File: config.mk
export PLATFORM = sky130hd
export DESIGN_NAME = vmx_tile_sched
export DESIGN_NICKNAME = d
export VERILOG_FILES = /design/src/rtl/vmx_tile_sched.sv
export SDC_FILE = /design/constraint.sdc
export NUM_CORES = 1
export LEC_CHECK = 0
export ABC_AREA = 1
export BUFFER_PORTS_ARGS = -buffer_cell sky130_fd_sc_hd__buf_2
export CAP_MARGIN = 20
export CORE_MARGIN = 5
export CORE_UTILIZATION = 45
export DETAILED_ROUTE_END_ITERATION = 8
export HOLD_SLACK_MARGIN = 0.1
export PLACE_DENSITY = 0.74
export SLEW_MARGIN = 10
export SYNTH_ARGS = -nofsm -noshare
export SYNTH_HDL_FRONTEND = slang
export SYNTH_SLANG_ARGS = --single-unit
File: constraint.sdc
create_clock -name i_clk -period 2.25 [get_ports i_clk]
set_input_delay 0.675 -clock i_clk [delete_from_list [all_inputs] [get_ports i_clk]]
set_output_delay 0.675 -clock i_clk [all_outputs]
set_load 0.005 [all_outputs]
File: src/rtl/vmx_tile_sched.sv
// Tile-by-tile job scheduler for the VMX matrix-multiply engine.
// Define VMX_SCHED_PERF_EN to enable the saturating busy-cycle counter on o_perf_cycles.
module vmx_tile_sched #(
    parameter int ADDR_W = 8,
    parameter int CNT_W  = 8,
    parameter int TMO_W  = 12
) (
    input  logic              i_clk,
    input  logic              i_rst,
    input  logic              i_cmd_valid,
    output logic              o_cmd_ready,
    input  logic [ADDR_W-1:0] i_cmd_rbase,
    input  logic [ADDR_W-1:0] i_cmd_wbase,
    input  logic [ADDR_W-1:0] i_cmd_rstride,
    input  logic [ADDR_W-1:0] i_cmd_wstride,
    input  logic [CNT_W-1:0]  i_cmd_ntiles,
    input  logic              i_abort,
    output logic [ADDR_W-1:0] o_vmx_rbase,
    output logic [ADDR_W-1:0] o_vmx_wbase,
    output logic [31:0]       o_vmx_ctrl,
    input  logic [31:0]       i_vmx_flag,
    output logic              o_busy,
    output logic              o_done,
    output logic [CNT_W-1:0]  o_tiles_done,
    output logic              o_err,
    output logic [31:0]       o_perf_cycles
);

    // state        | meaning
    // S_IDLE       | waiting for a command
    // S_ISSUE      | start pulse to engine
    // S_WAIT_START | waiting for engine to leave idle
    // S_WAIT_DONE  | waiting for engine to return to idle
    // S_NEXT       | count tile, advance bases or finish
    // S_FLUSH      | soft reset of engine after abort/timeout
    typedef enum logic [2:0] {
        S_IDLE, S_ISSUE, S_WAIT_START, S_WAIT_DONE, S_NEXT, S_FLUSH
    } state_t;

    // Compared against the pre-increment count, so the timeout lands on the (2**TMO_W-1)th wait cycle.
    localparam logic [TMO_W-1:0] TMO_LAST = TMO_W'((2 ** TMO_W) - 2);

    state_t            r_state;
    logic [ADDR_W-1:0] r_rbase;
    logic [ADDR_W-1:0] r_wbase;
    logic [ADDR_W-1:0] r_rstride;
    logic [ADDR_W-1:0] r_wstride;
    logic [CNT_W-1:0]  r_ntiles;
    logic [CNT_W-1:0]  r_tiles;
    logic [TMO_W-1:0]  r_wdog;
    logic              r_flush_cnt;
    logic              r_start;
    logic              r_soft;
    logic              r_done;
    logic              r_err;

    logic              w_accept;
    logic              w_eng_idle;
    logic              w_wdog_exp;
    logic [CNT_W-1:0]  w_tiles_nxt;
    logic              w_unused;

    assign w_accept    = i_cmd_valid && (r_state == S_IDLE);
    assign w_eng_idle  = (i_vmx_flag[2:0] == 3'd0);
    assign w_wdog_exp  = (r_wdog == TMO_LAST);
    assign w_tiles_nxt = r_tiles + 1'b1;
    assign w_unused    = ^i_vmx_flag[31:3];

    always_ff @(posedge i_clk or posedge i_rst) begin
        if (i_rst) begin
            r_state     <= S_IDLE;
            r_rbase     <= '0;
            r_wbase     <= '0;
            r_rstride   <= '0;
            r_wstride   <= '0;
            r_ntiles    <= '0;
            r_tiles     <= '0;
            r_wdog      <= '0;
            r_flush_cnt <= 1'b0;
            r_start     <= 1'b0;
            r_soft      <= 1'b0;
            r_done      <= 1'b0;
            r_err       <= 1'b0;
        end else begin
            r_start <= 1'b0;
            r_done  <= 1'b0;
            case (r_state)
                S_IDLE: begin
                    if (w_accept) begin
                        r_rbase   <= i_cmd_rbase;
                        r_wbase   <= i_cmd_wbase;
                        r_rstride <= i_cmd_rstride;
                        r_wstride <= i_cmd_wstride;
                        r_ntiles  <= i_cmd_ntiles;
                        r_tiles   <= '0;
                        r_err     <= 1'b0;
                        if (i_cmd_ntiles == '0) begin
                            r_done <= 1'b1;
                        end else begin
                            r_start <= 1'b1;
                            r_state <= S_ISSUE;
                        end
                    end
                end
                S_ISSUE: begin
                    if (i_abort) begin
                        r_soft <= 1'b1; r_flush_cnt <= 1'b0; r_state <= S_FLUSH;
                    end else begin
                        r_wdog  <= '0;
                        r_state <= S_WAIT_START;
                    end
                end
                S_WAIT_START: begin
                    if (i_abort) begin
                        r_soft <= 1'b1; r_flush_cnt <= 1'b0; r_state <= S_FLUSH;
                    end else if (!w_eng_idle) begin
                        r_wdog  <= '0;
                        r_state <= S_WAIT_DONE;
                    end else if (w_wdog_exp) begin
                        r_err <= 1'b1;
                        r_soft <= 1'b1; r_flush_cnt <= 1'b0; r_state <= S_FLUSH;
                    end else begin
                        r_wdog <= r_wdog + 1'b1;
                    end
                end
                S_WAIT_DONE: begin
                    if (i_abort) begin
                        r_soft <= 1'b1; r_flush_cnt <= 1'b0; r_state <= S_FLUSH;
                    end else if (w_eng_idle) begin
                        r_state <= S_NEXT;
                    end else if (w_wdog_exp) begin
                        r_err <= 1'b1;
                        r_soft <= 1'b1; r_flush_cnt <= 1'b0; r_state <= S_FLUSH;
                    end else begin
                        r_wdog <= r_wdog + 1'b1;
                    end
                end
                S_NEXT: begin
                    if (i_abort) begin
                        r_soft <= 1'b1; r_flush_cnt <= 1'b0; r_state <= S_FLUSH;
                    end else begin
                        r_tiles <= w_tiles_nxt;
                        if (w_tiles_nxt == r_ntiles) begin
                            r_done  <= 1'b1;
                            r_state <= S_IDLE;
                        end else begin
                            r_rbase <= r_rbase + r_rstride;
                            r_wbase <= r_wbase + r_wstride;
                            r_start <= 1'b1;
                            r_state <= S_ISSUE;
                        end
                    end
                end
                S_FLUSH: begin
                    r_flush_cnt <= 1'b1;
                    if (r_flush_cnt) begin
                        r_soft      <= 1'b0;
                        r_flush_cnt <= 1'b0;
                        r_state     <= S_IDLE;
                    end
                end
                default: r_state <= S_IDLE;
            endcase
        end
    end

`ifdef VMX_SCHED_PERF_EN
    logic [31:0] r_perf;

    always_ff @(posedge i_clk or posedge i_rst) begin
        if (i_rst) begin
            r_perf <= '0;
        end else if (w_accept) begin
            r_perf <= '0;
        end else if ((r_state != S_IDLE) && (r_perf != 32'hFFFF_FFFF)) begin
            r_perf <= r_perf + 32'd1;
        end
    end

    assign o_perf_cycles = r_perf;
`else
    assign o_perf_cycles = '0;
`endif

    assign o_cmd_ready  = (r_state == S_IDLE);
    assign o_busy       = (r_state != S_IDLE);
    assign o_vmx_rbase  = r_rbase;
    assign o_vmx_wbase  = r_wbase;
    assign o_vmx_ctrl   = {30'b0, r_start, r_soft};
    assign o_done       = r_done;
    assign o_tiles_done = r_tiles;
    assign o_err        = r_err;

endmodule

==> results of run 1 <==
## worst max-delay path: cells and delay by family, from the launching register on
kind / cells / cell delay, ns
AND/OR/NAND/NOR: 9 / 1.00
flip-flops: 1 / 0.37
AO/OA/AOI/OAI: 1 / 0.21
adder cells (fa/ha/maj): 1 / 0.20
buffers and inverters: 1 / 0.20
## through the flow
step	instances	area (µm²)
final	863	5190
after global routing	863	5190
after CTS	859	5150
after detailed placement	843	4950
after global placement	843	4950
after floorplan	698	4860
## cell type report
| class | count | area share |
|---|---|---|
| Timing Repair Buffer | 88 | 0.0930 |
| Clock inverter | 4 | 0.00916 |
| Sequential cell | 68 | 0.328 |
| Multi-Input combinational cell | 486 | 0.457 |
| Tap cell | 136 | 0.0328 |
| Inverter | 69 | 0.0506 |
| Clock buffer | 12 | 0.0299 |
## cells by family after synthesis
kind of cell               after synthesis  synth area share
and+or+nand+nor                        312             0.285
AOI/OAI and AO/OA                       78            0.0925
adders and majority gates               19            0.0546
DFF                                     68             0.368
xor gates and xnor gates                15            0.0284
other                                    1          0.000810
buffers and inverters                  144             0.171
## repair_timing
item,in CTS,in global routing
gates resized for setup,0,1
setup endpoints to repair,0,16
setup buffers,0,4
## routing by layer
metal | up-vias | routed length (µm)
li1 | 2082 | -
met1 | 1906 | 4570
met2 | 145 | 5380
met3 | 21 | 783
met4 | 0 | 191
met5 | - | 0
## sequential cells by signal, summed over array words and instances, names as in the netlist, 3 cells and up
register / count
o_vmx_wbase: 8
r_state: 3
o_tiles_done: 8
r_wdog: 12
o_vmx_rbase: 8
r_wstride: 8
r_rstride: 8
r_ntiles: 8
## final timing paths
check                                start             end  slack [ns]  depth (start not counted)
max                        o_tiles_done[0]  o_vmx_wbase[7]        0.21                         12
min                                  i_rst      r_state[0]        0.41                          3
max reg2reg                o_tiles_done[0]  o_vmx_wbase[7]        0.21                         12
min reg2reg                   r_rstride[5]    r_rstride[5]        0.48                          2
max in group asynchronous            i_rst     r_flush_cnt        1.53                          3
min in group i_clk            r_rstride[5]    r_rstride[5]        0.48                          2
## synth_stat cells (2+ instances only)
library cell	number
a21oi_1	18
buf_4	65
clkbuf_1	8
dfrtp_1	68
fa_1	2
ha_1	17
inv_1	66
inv_2	3
nand2_1	203
nand2_2	2
nand2_4	2
nand3_1	45
nand3b_1	2
nand4_1	7
nor2_1	33
nor2_2	4
nor3_1	7
nor4_1	3
o2111ai_1	2
o21ai_0	44
o21ai_1	2
o22ai_1	6
or2_2	2
xnor2_1	5
xor2_1	10
## power groups by stage
stage | Sequential, mW | Clock (mW) | Combinational, mW
after CTS | 1.99 | 1.07 | 2.93
final | 1.98 | 1.03 | 2.94
after global placement | 1.99 | 0 | 2.81
after floorplan | 1.95 | 0 | 2.24
after detailed placement | 2.01 | 0 | 2.91
after global routing | 2.04 | 1.13 | 3.41
==> flow_summary.json, run 1 <==
{
  "synthDominantCellAreaShare": 0.368,
  "ir_worst_vdd_v": 0.000447,
  "postLayoutCoreUtil": 0.510,
  "detailed_place_hpwl_mm": 8.09,
  "max_stage_delay_ns": 0.37,
  "htreeDepth": 3,
  "yosys.cell_types.count": 36,
  "min-delay-path-class": "in -> async",
  "route.detailed.wl_per_inst_um": 12.7,
  "antenna_found_initial": 0,
  "totalPowerFinal_mw": 5.96,
  "multi_input_area_um2": 2370,
  "boundaryPins": 168,
  "globalRouteMet3Util": 0.0505,
  "timing.final.max_slew_violations": 0,
  "dr.first_iter.drc_count": 326,
  "p_comb_frac": 0.494,
  "grt_pass1_vias": 4012,
  "place_congestion": 0.881,
  "die_x_um": 111,
  "synthArstFlopShare": 1.00,
  "die_height_um": 111,
  "clk_pin_slew_worst_paths_ns": 0.08,
  "area.sequential_um2": 1700,
  "layout_commonest_cell": "nand2_1",
  "grt.total_usage": 0.176,
  "cts_hold_buffers": 0,
  "clock_insertion_delay_worst_skew_ns": 0.34,
  "max_cap_violations": 0,
  "routed_via_density": 4.81,
  "synth-seq-cells": 68,
  "cts.sink_count": 68,
  "yosysWarningCount": 0,
  "route.final.wire_length_mm": 10.9,
  "grtUsageMet1": 0.219,
  "synth.cell_area_um2": 4630,
  "worst_path_class_setup": "reg -> reg",
  "final-setup-viol-count": 0,
  "p_seq_frac": 0.333,
  "cts_made_buffers": 9,
  "die_area_um2": 12400,
  "timing_hold_violations_final": 0,
  "synth_area_per_cell_um2": 7.27,
  "grt_start_max_net_pins": 69,
  "gr-max-usage-layer": "met2",
  "wire_length_of_the_first_global_routing_pass_mm": 18.3,
  "finalCriticalPeriod_ns": 2.04,
  "core-area_um2": 10200,
  "floorplan.initialDensity": 0.454,
  "netlist.top_cell.by_area": "dfrtp_1",
  "core.rowCount": 37,
  "layout_worst_path_cycle_share": 0.908,
  "clock_tree_from_tritoncts": "built",
  "drcViolationCount": 0,
  "final.setup_skew_ns": 0.0121,
  "power.internal_mw": 3.37,
  "cp.required_ns": 2.52,
  "worstPathMaxFanout": 10,
  "critPathCaptureType": "flop",
  "vias_after_detailed_routing": 4154,
  "synth_flop_cell": "dfrtp_1",
  "ctsRootBufferMaster": "clkbuf_8",
  "ant_nets": 0,
  "worst_ep_arrival_time_ns": 2.32,
  "power.density_cell_area_nw_per_um2": 1150,
  "timing.final.ws_setup_ns": 0.208,
  "finalNetCount": 817,
  "grt_setup_unrepaired": "false",
  "achievable-frequency_mhz": 490,
  "clockBufferDepth": 2,
  "buffer_ports.inserted": 76,
  "sw_share": 0.435,
  "most_used_cells_in_the_layout_excluding_fill_and_tap_cells": "nand2_1, buf_2, dfrtp_1",
  "layout-drive-gt1-share": 0.165,
  "hold_slack_ns": 0.410,
  "layout-area-overhead-vs-synth_pct": 12.2,
  "yosysSeqAreaShare": 0.368,
  "placement.setup.worst_slack_ns": 0.123,
  "p_leak_nw": 2.87,
  "grt.met2_usage": 0.295,
  "antennaDiodeCount": 0,
  "fin_tns_setup_ns": 0,
  "net-switching-power_mw": 2.59,
  "worst_setup_path_start_kind": "flop",
  "p_clk_frac": 0.173,
  "drtPass1Iterations": 5,
  "area_contributors_post_synth": "dfrtp_1, nand2_1, buf_4",
  "timing.critical_path.cells": "ha_1 -> nand3_1 -> o21ai_1 -> nand2_1 -> nand2_1 -> nand3_1 -> nor2_1 -> nand3_2 -> nand2_4 -> buf_4 -> nand3_1 -> nand2_1",
  "n_fill_cell": 1019,
  "edff_count_synth": 0,
  "critical_path.slowest_cell": "dfrtp_1",
  "grt-ovfl-total": 0,
  "run_status": "finished, final reports clean",
  "synthCells": 637
}
No activity file was read; power rests on OpenSTA's default activity.
==> run 2: changes to the inputs <==
--- a/config.mk
+++ b/config.mk
@@ -5,14 +5,13 @@
 export SDC_FILE = /design/constraint.sdc
 export NUM_CORES = 1
 export LEC_CHECK = 0
-export ABC_AREA = 1
 export BUFFER_PORTS_ARGS = -buffer_cell sky130_fd_sc_hd__buf_2
 export CAP_MARGIN = 20
 export CORE_MARGIN = 5
 export CORE_UTILIZATION = 45
 export DETAILED_ROUTE_END_ITERATION = 8
 export HOLD_SLACK_MARGIN = 0.1
-export PLACE_DENSITY = 0.74
+export PLACE_DENSITY = 0.73
 export SLEW_MARGIN = 10
 export SYNTH_ARGS = -nofsm -noshare
 export SYNTH_HDL_FRONTEND = slang
==> run 2 against run 1 <==
Compared with the run above: critical path type unchanged; setup slack got worse by 0.13 ns; critical endpoint is now o_vmx_rbase[0]; die area increased by 2.2%; utilization increased by 2.3 points.
==> flow_summary.json, run 2 <==
{
  "netlist.top_cell.by_area": "dfrtp_1",
  "achievable-frequency_mhz": 461,
  "die_x_um": 113,
  "area_contributors_post_synth": "dfrtp_1, buf_4, nand2_1",
  "synth-seq-cells": 68,
  "grt-ovfl-total": 0,
  "grt_start_max_net_pins": 33,
  "yosys.cell_types.count": 58,
  "synth_simple_gate_area_frac": 0.194,
  "route.final.wire_length_mm": 11.3,
  "core.rowCount": 37,
  "max_cap_violations": 0,
  "postLayoutCoreUtil": 0.533,
  "synthArstFlopShare": 1.00,
  "ctsRootBufferMaster": "clkbuf_8",
  "largest-register": "r_wdog",
  "power.density_cell_area_nw_per_um2": 1250,
  "finalNetCount": 734,
  "synthAdderAreaFrac": 0.0533,
  "place_area_um2": 5170,
  "synth_flop_cell": "dfrtp_1",
  "floorplan.initialDensity": 0.461,
  "yosysSeqAreaShare": 0.359,
  "most_common_cell_in_the_netlist": "nand2_1",
  "synth.cell_area_um2": 4740,
  "layout-drive-gt1-share": 0.233,
  "clockBufferDepth": 2,
  "synthDominantCellAreaShare": 0.359,
  "timing.final.max_slew_violations": 0,
  "min-delay-path-class": "in -> async",
  "finish.cell_count_without_fillers": 780,
  "die_area_um2": 12700,
  "run_status": "finished, final reports clean",
  "routed_via_density": 5.19,
  "detailed_place_hpwl_mm": 8.17,
  "placement.setup.worst_slack_ns": -0.108,
  "cts_hold_buffers": 0,
  "fin_tns_setup_ns": 0,
  "cp.required_ns": 2.49,
  "final.setup_skew_ns": 0.0150,
  "grt.total_usage": 0.174,
  "synth_area_per_cell_um2": 8.63,
  "worst_path_class_setup": "reg -> reg",
  "dpl.cell_count": 759,
  "worst-slew-pin-transition_ns": 0.562,
  "core-area_um2": 10300,
  "worst_setup_path_start_kind": "flop",
  "drcViolationCount": 0,
  "yosysWarningCount": 0,
  "n_fill_cell": 954,
  "place_congestion": 0.865,
  "synth.area.mux_share": 0.0465,
  "drtPass1Iterations": 5,
  "dr.first_iter.drc_count": 243,
  "maxSlewHeadroom": 0.624,
  "final-setup-viol-count": 0,
  "ir_worst_vdd_v": 0.000611,
  "r2r_cells": 8,
  "timing.final.ws_setup_ns": 0.0784,
  "critPathCaptureType": "flop",
  "synth_top_family_by_area": "simple AND/OR/NAND/NOR gates",
  "clk_pin_slew_worst_paths_ns": 0.09,
  "ys_top_cells_by_count": "nand2_1, dfrtp_1, buf_4, o21ai_0, nor2_1",
  "cts_made_buffers": 9,
  "layout_commonest_cell": "nand2_1",
  "clock_insertion_delay_worst_skew_ns": 0.35,
  "route.detailed.wl_per_inst_um": 14.5,
  "ant_nets": 0,
  "flip_flop_count_of_the_largest_register_all_copies_and_words_added": 12,
  "htreeDepth": 3,
  "synth_area_in_compound_gates": 0.176,
  "clock_tree_from_tritoncts": "built",
  "layout_worst_path_cycle_share": 0.965,
  "final_design_area_no_fill_um2": 5480,
  "layout-area-overhead-vs-synth_pct": 15.6,
  "finalCriticalPeriod_ns": 2.17,
  "edff_count_synth": 0,
  "grt_pass1_vias": 3959,
  "synthCells": 549,
  "p_leak_nw": 2.72,
  "cts.sink_count": 68,
  "most_used_cells_in_the_layout_excluding_fill_and_tap_cells": "nand2_1, buf_2, dfrtp_1",
  "die_height_um": 113,
  "grt_setup_unrepaired": "true",
  "worstPathMaxFanout": 7,
  "timing_hold_violations_final": 0,
  "post_synth_xor_area_fraction": 0.0351,
  "buffer_ports.inserted": 76,
  "antenna_found_initial": 0,
  "antennaDiodeCount": 0,
  "worst_ep_arrival_time_ns": 2.41,
  "wire_length_of_the_first_global_routing_pass_mm": 18.5,
  "vias_after_detailed_routing": 4049,
  "boundaryPins": 168
}
==> run 2: changes by cell type in the layout (fill, tap and decap cells not counted), sizes merged, moves of 10 or more <==
cell and change:
a31oi +10, buf +18, inv -55, mux2 +12, nand2 -96, nand3 -40
nor2 -14
==> run 2: path summary, 6_finish.rpt <==
check                                startpoint             end  slack, ns
worst max-delay path            o_tiles_done[0]  o_vmx_rbase[0]       0.08
worst max register to register  o_tiles_done[0]  o_vmx_rbase[0]       0.08
worst min register to register     r_wstride[6]    r_wstride[6]       0.48
worst min-delay path                      i_rst       r_wdog[4]       0.36
min in group i_clk                 r_wstride[6]    r_wstride[6]       0.48
max in group asynchronous                 i_rst     r_ntiles[1]       1.27
==> run 2: routing by layer <==
metal,global-route usage,vias up,wire (µm),share of wire
met2,0.288,142,5410,0.48
met3,0.0205,16,732,0.065
met5,0,-,0,0
li1,-,1967,-,-
met1,0.234,1924,4950,0.44
met4,0.0665,0,207,0.018
==> run 2: cells by family after synthesis <==
family / count (synthesis)
mux: 19
xor+xnor: 19
buf+inv: 101
compound gates: 126
other cells: 1
fa+ha+maj: 19
flops: 68
simple gates: 196
==> run 2: stage by stage <==
stage	power, mW	hold slack, ns
final	6.83	0.365
after global routing	7.44	0.401
after CTS	6.67	0.371
after detailed placement	5.57	0.468
after global placement	5.42	0.461
after floorplan	4.66	0.443
==> run 2: area by class of cell <==
class / count / area (µm²) / share of cell area
multi-input combinational: 441 / 2670 / 0.488
clock buffer: 10 / 138 / 0.0251
timing repair buffer: 107 / 672 / 0.123
inverter: 12 / 48.8 / 0.00891
sequential: 68 / 1700 / 0.311
tap: 136 / 170 / 0.0311
clock inverter: 6 / 71.3 / 0.0130
==> run 2: where the power goes <==
group / switching (mW) / internal [mW] / leakage [nW]
Clock: 0.535 / 0.552 / 0.0995
Combinational: 1.98 / 1.73 / 1.75
Sequential: 0.377 / 1.66 / 0.864
Total: 2.89 / 3.94 / 2.72
==> run 2: what timing repair did <==
item	in CTS	in global routing
resized for setup	0	7
buffers inserted	0	4
endpoints found under the setup margin	0	14
==> run 2: critical path: stages (launching register included) <==
cell and delay (ns):
dfrtp_2 0.44, ha_4 0.19, xor2_2 0.16, nor3_2 0.24
a31oi_2 0.08, nor4_4 0.30, a31oi_4 0.16, clkbuf_16 0.19
mux2_4 0.30
==> run 3: changes to the inputs <==
--- a/config.mk
+++ b/config.mk
@@ -5,7 +5,7 @@
 export SDC_FILE = /design/constraint.sdc
 export NUM_CORES = 1
 export LEC_CHECK = 0
-export BUFFER_PORTS_ARGS = -buffer_cell sky130_fd_sc_hd__buf_2
+export BUFFER_PORTS_ARGS = -buffer_cell sky130_fd_sc_hd__buf_4
 export CAP_MARGIN = 20
 export CORE_MARGIN = 5
 export CORE_UTILIZATION = 45
==> run 3 against run 2 <==
Compared with the run above: design area increased by 4.6%; first-iteration DRC count decreased by 17%; worst hold slack got worse by 0.043 ns; combinational power increased by 3%; die area unchanged; utilization increased by 2.4 points; sequential share of layout area decreased by 1.3 points; critical path type unchanged; largest cell class unchanged.
==> flow_summary.json, run 3 (synthesized netlist as in run 2, its figures left out) <==
{
  "route.final.wire_length_mm": 11.4,
  "cp.required_ns": 2.49,
  "layout_worst_path_cycle_share": 0.983,
  "totalPowerFinal_mw": 7.14,
  "critPathCaptureType": "flop",
  "timing_hold_violations_final": 0,
  "grt_start_max_net_pins": 41,
  "grt_setup_unrepaired": "true",
  "timing.critical_path.cells": "ha_4 -> buf_6 -> a21oi_2 -> o211ai_1 -> o211ai_1 -> o21a_1 -> a31oi_4 -> buf_12 -> mux2_2",
  "place_congestion": 0.883,
  "layout-drive-gt1-share": 0.242,
  "power.density_cell_area_nw_per_um2": 1250,
  "most_used_cells_in_the_layout_excluding_fill_and_tap_cells": "nand2_1, buf_4, dfrtp_1",
  "vias_after_detailed_routing": 4031,
  "ctsRootBufferMaster": "clkbuf_8",
  "die_x_um": 113,
  "n_fill_cell": 936,
  "cts_hold_buffers": 0,
  "final.setup_skew_ns": 0.0117,
  "clock_insertion_delay_worst_skew_ns": 0.35,
  "met1_length_mm": 5.02,
  "worst_ep_arrival_time_ns": 2.45,
  "grt_pass1_vias": 4012,
  "max_cap_violations": 0,
  "final-setup-viol-count": 0,
  "detailed_place_hpwl_mm": 8.38,
  "fin_tns_setup_ns": 0,
  "top_layer": "met4",
  "crit_family": "compound AO/OA/AOI/OAI gates",
  "drtPass1Iterations": 4,
  "hold_slack_ns": 0.322,
  "run_status": "finished, final reports clean",
  "clockBufferDepth": 2,
  "flip_flop_count_of_the_largest_register_all_copies_and_words_added": 12,
  "cpMostUsedCell": "o211ai_1",
  "p_leak_nw": 2.80,
  "wire_length_of_the_first_global_routing_pass_mm": 18.9,
  "worst_path_class_setup": "reg -> reg",
  "dr.first_iter.drc_count": 201,
  "critical_path.slowest_cell": "dfrtp_1",
  "clock_tree_from_tritoncts": "built",
  "cts.sink_count": 68,
  "finalNetCount": 735,
  "antennaDiodeCount": 0,
  "floorplan.initialDensity": 0.461,
  "met3_length_um": 623,
  "buffer_ports.inserted": 76,
  "drcViolationCount": 0,
  "grt-ovfl-total": 0,
  "ant_nets": 0,
  "worst_setup_path_start_kind": "flop",
  "cp.buffers_inverters": 2,
  "max_stage_delay_ns": 0.40,
  "htreeDepth": 3,
  "achievable-frequency_mhz": 452,
  "timing.final.max_slew_violations": 0,
  "antenna_found_initial": 0,
  "core.rowCount": 37,
  "die_height_um": 113,
  "grt.total_usage": 0.178,
  "ir_worst_vdd_v": 0.000686,
  "die_area_um2": 12700,
  "route.detailed.wl_per_inst_um": 14.6,
  "detailroute.wirelength.met2_mm": 5.65,
  "finalCriticalPeriod_ns": 2.21,
  "routed_via_density": 5.16,
  "layout_commonest_cell": "nand2_1",
  "layout-area-overhead-vs-synth_pct": 20.9,
  "min-delay-path-class": "in -> async",
  "clk_pin_slew_worst_paths_ns": 0.08,
  "boundaryPins": 168,
  "cts_made_buffers": 9,
  "worstPathMaxFanout": 8,
  "core-area_um2": 10300,
  "largest-register": "r_wdog"
}
==> run 3: cell count changes in the layout (fill, tap and decap cells not counted), moves of 2 or more <==
| cell | previous run | this run |
|---|---|---|
| buf_4 | 26 | 104 |
| inv_6 | 2 | 0 |
| bufinv_16 | 1 | 3 |
| buf_2 | 76 | 0 |
==> run 3: repair_timing <==
action                                  CTS  global route
endpoints found under the setup margin    0            13
endpoints found under the hold margin     0             0
resized for setup                         0            13
buffers inserted                          0             4
==> run 3: worst paths after layout <==
kind	start	to	slack, ns	cells past startpoint
setup / recovery	o_tiles_done[1]	o_vmx_wbase[3]	0.04	9
hold / removal	i_rst	r_flush_cnt	0.32	2
setup reg to reg	o_tiles_done[1]	o_vmx_wbase[3]	0.04	9
hold reg to reg	r_wstride[6]	r_wstride[6]	0.48	2
max in group asynchronous	i_rst	r_ntiles[6]	1.38	3
min in group i_clk	r_wstride[6]	r_wstride[6]	0.48	2
==> run 3: stage by stage <==
stage | setup slack, ns | area [µm²] | instances | utilization
5_1_grt | -0.0338 | 5730 | 781 | 0.557
6_report | 0.0374 | 5730 | 781 | 0.557
3_5_place_dp | -0.116 | 5360 | 760 | 0.521
3_3_place_gp | -0.0773 | 5360 | 760 | 0.521
2_1_floorplan | -0.0584 | 4990 | 610 | -
4_1_cts | 0.0110 | 5610 | 776 | 0.546
==> run 3: worst reg2reg max path, stage by stage (launching register included) <==
cell,delay [ns]
dfrtp_1,0.40
ha_4,0.18
buf_6,0.12
a21oi_2,0.05
o211ai_1,0.21
o211ai_1,0.16
o21a_1,0.25
a31oi_4,0.22
buf_12,0.17
mux2_2,0.34
==> run 3: per-layer routing <==
layer | vias up | track usage
li1 | 1972 | -
met5 | - | 0
met2 | 133 | 0.297
met3 | 14 | 0.0210
met4 | 0 | 0.0649
met1 | 1912 | 0.237
==> run 3: layout make-up <==
type | count | area [µm²] | share of cell area
multi-input combinational | 441 | 2700 | 0.471
inverter | 12 | 48.8 | 0.00852
timing repair buffer | 108 | 857 | 0.150
sequential | 68 | 1700 | 0.298
clock inverter | 6 | 111 | 0.0194
clock buffer | 10 | 138 | 0.0240
tap | 136 | 170 | 0.0297
==> run 3: where the power goes <==
part	internal, mW	total, mW	switching, mW
Sequential	1.66	2.06	0.402
Combinational	1.84	3.81	1.97
Clock	0.767	1.28	0.512
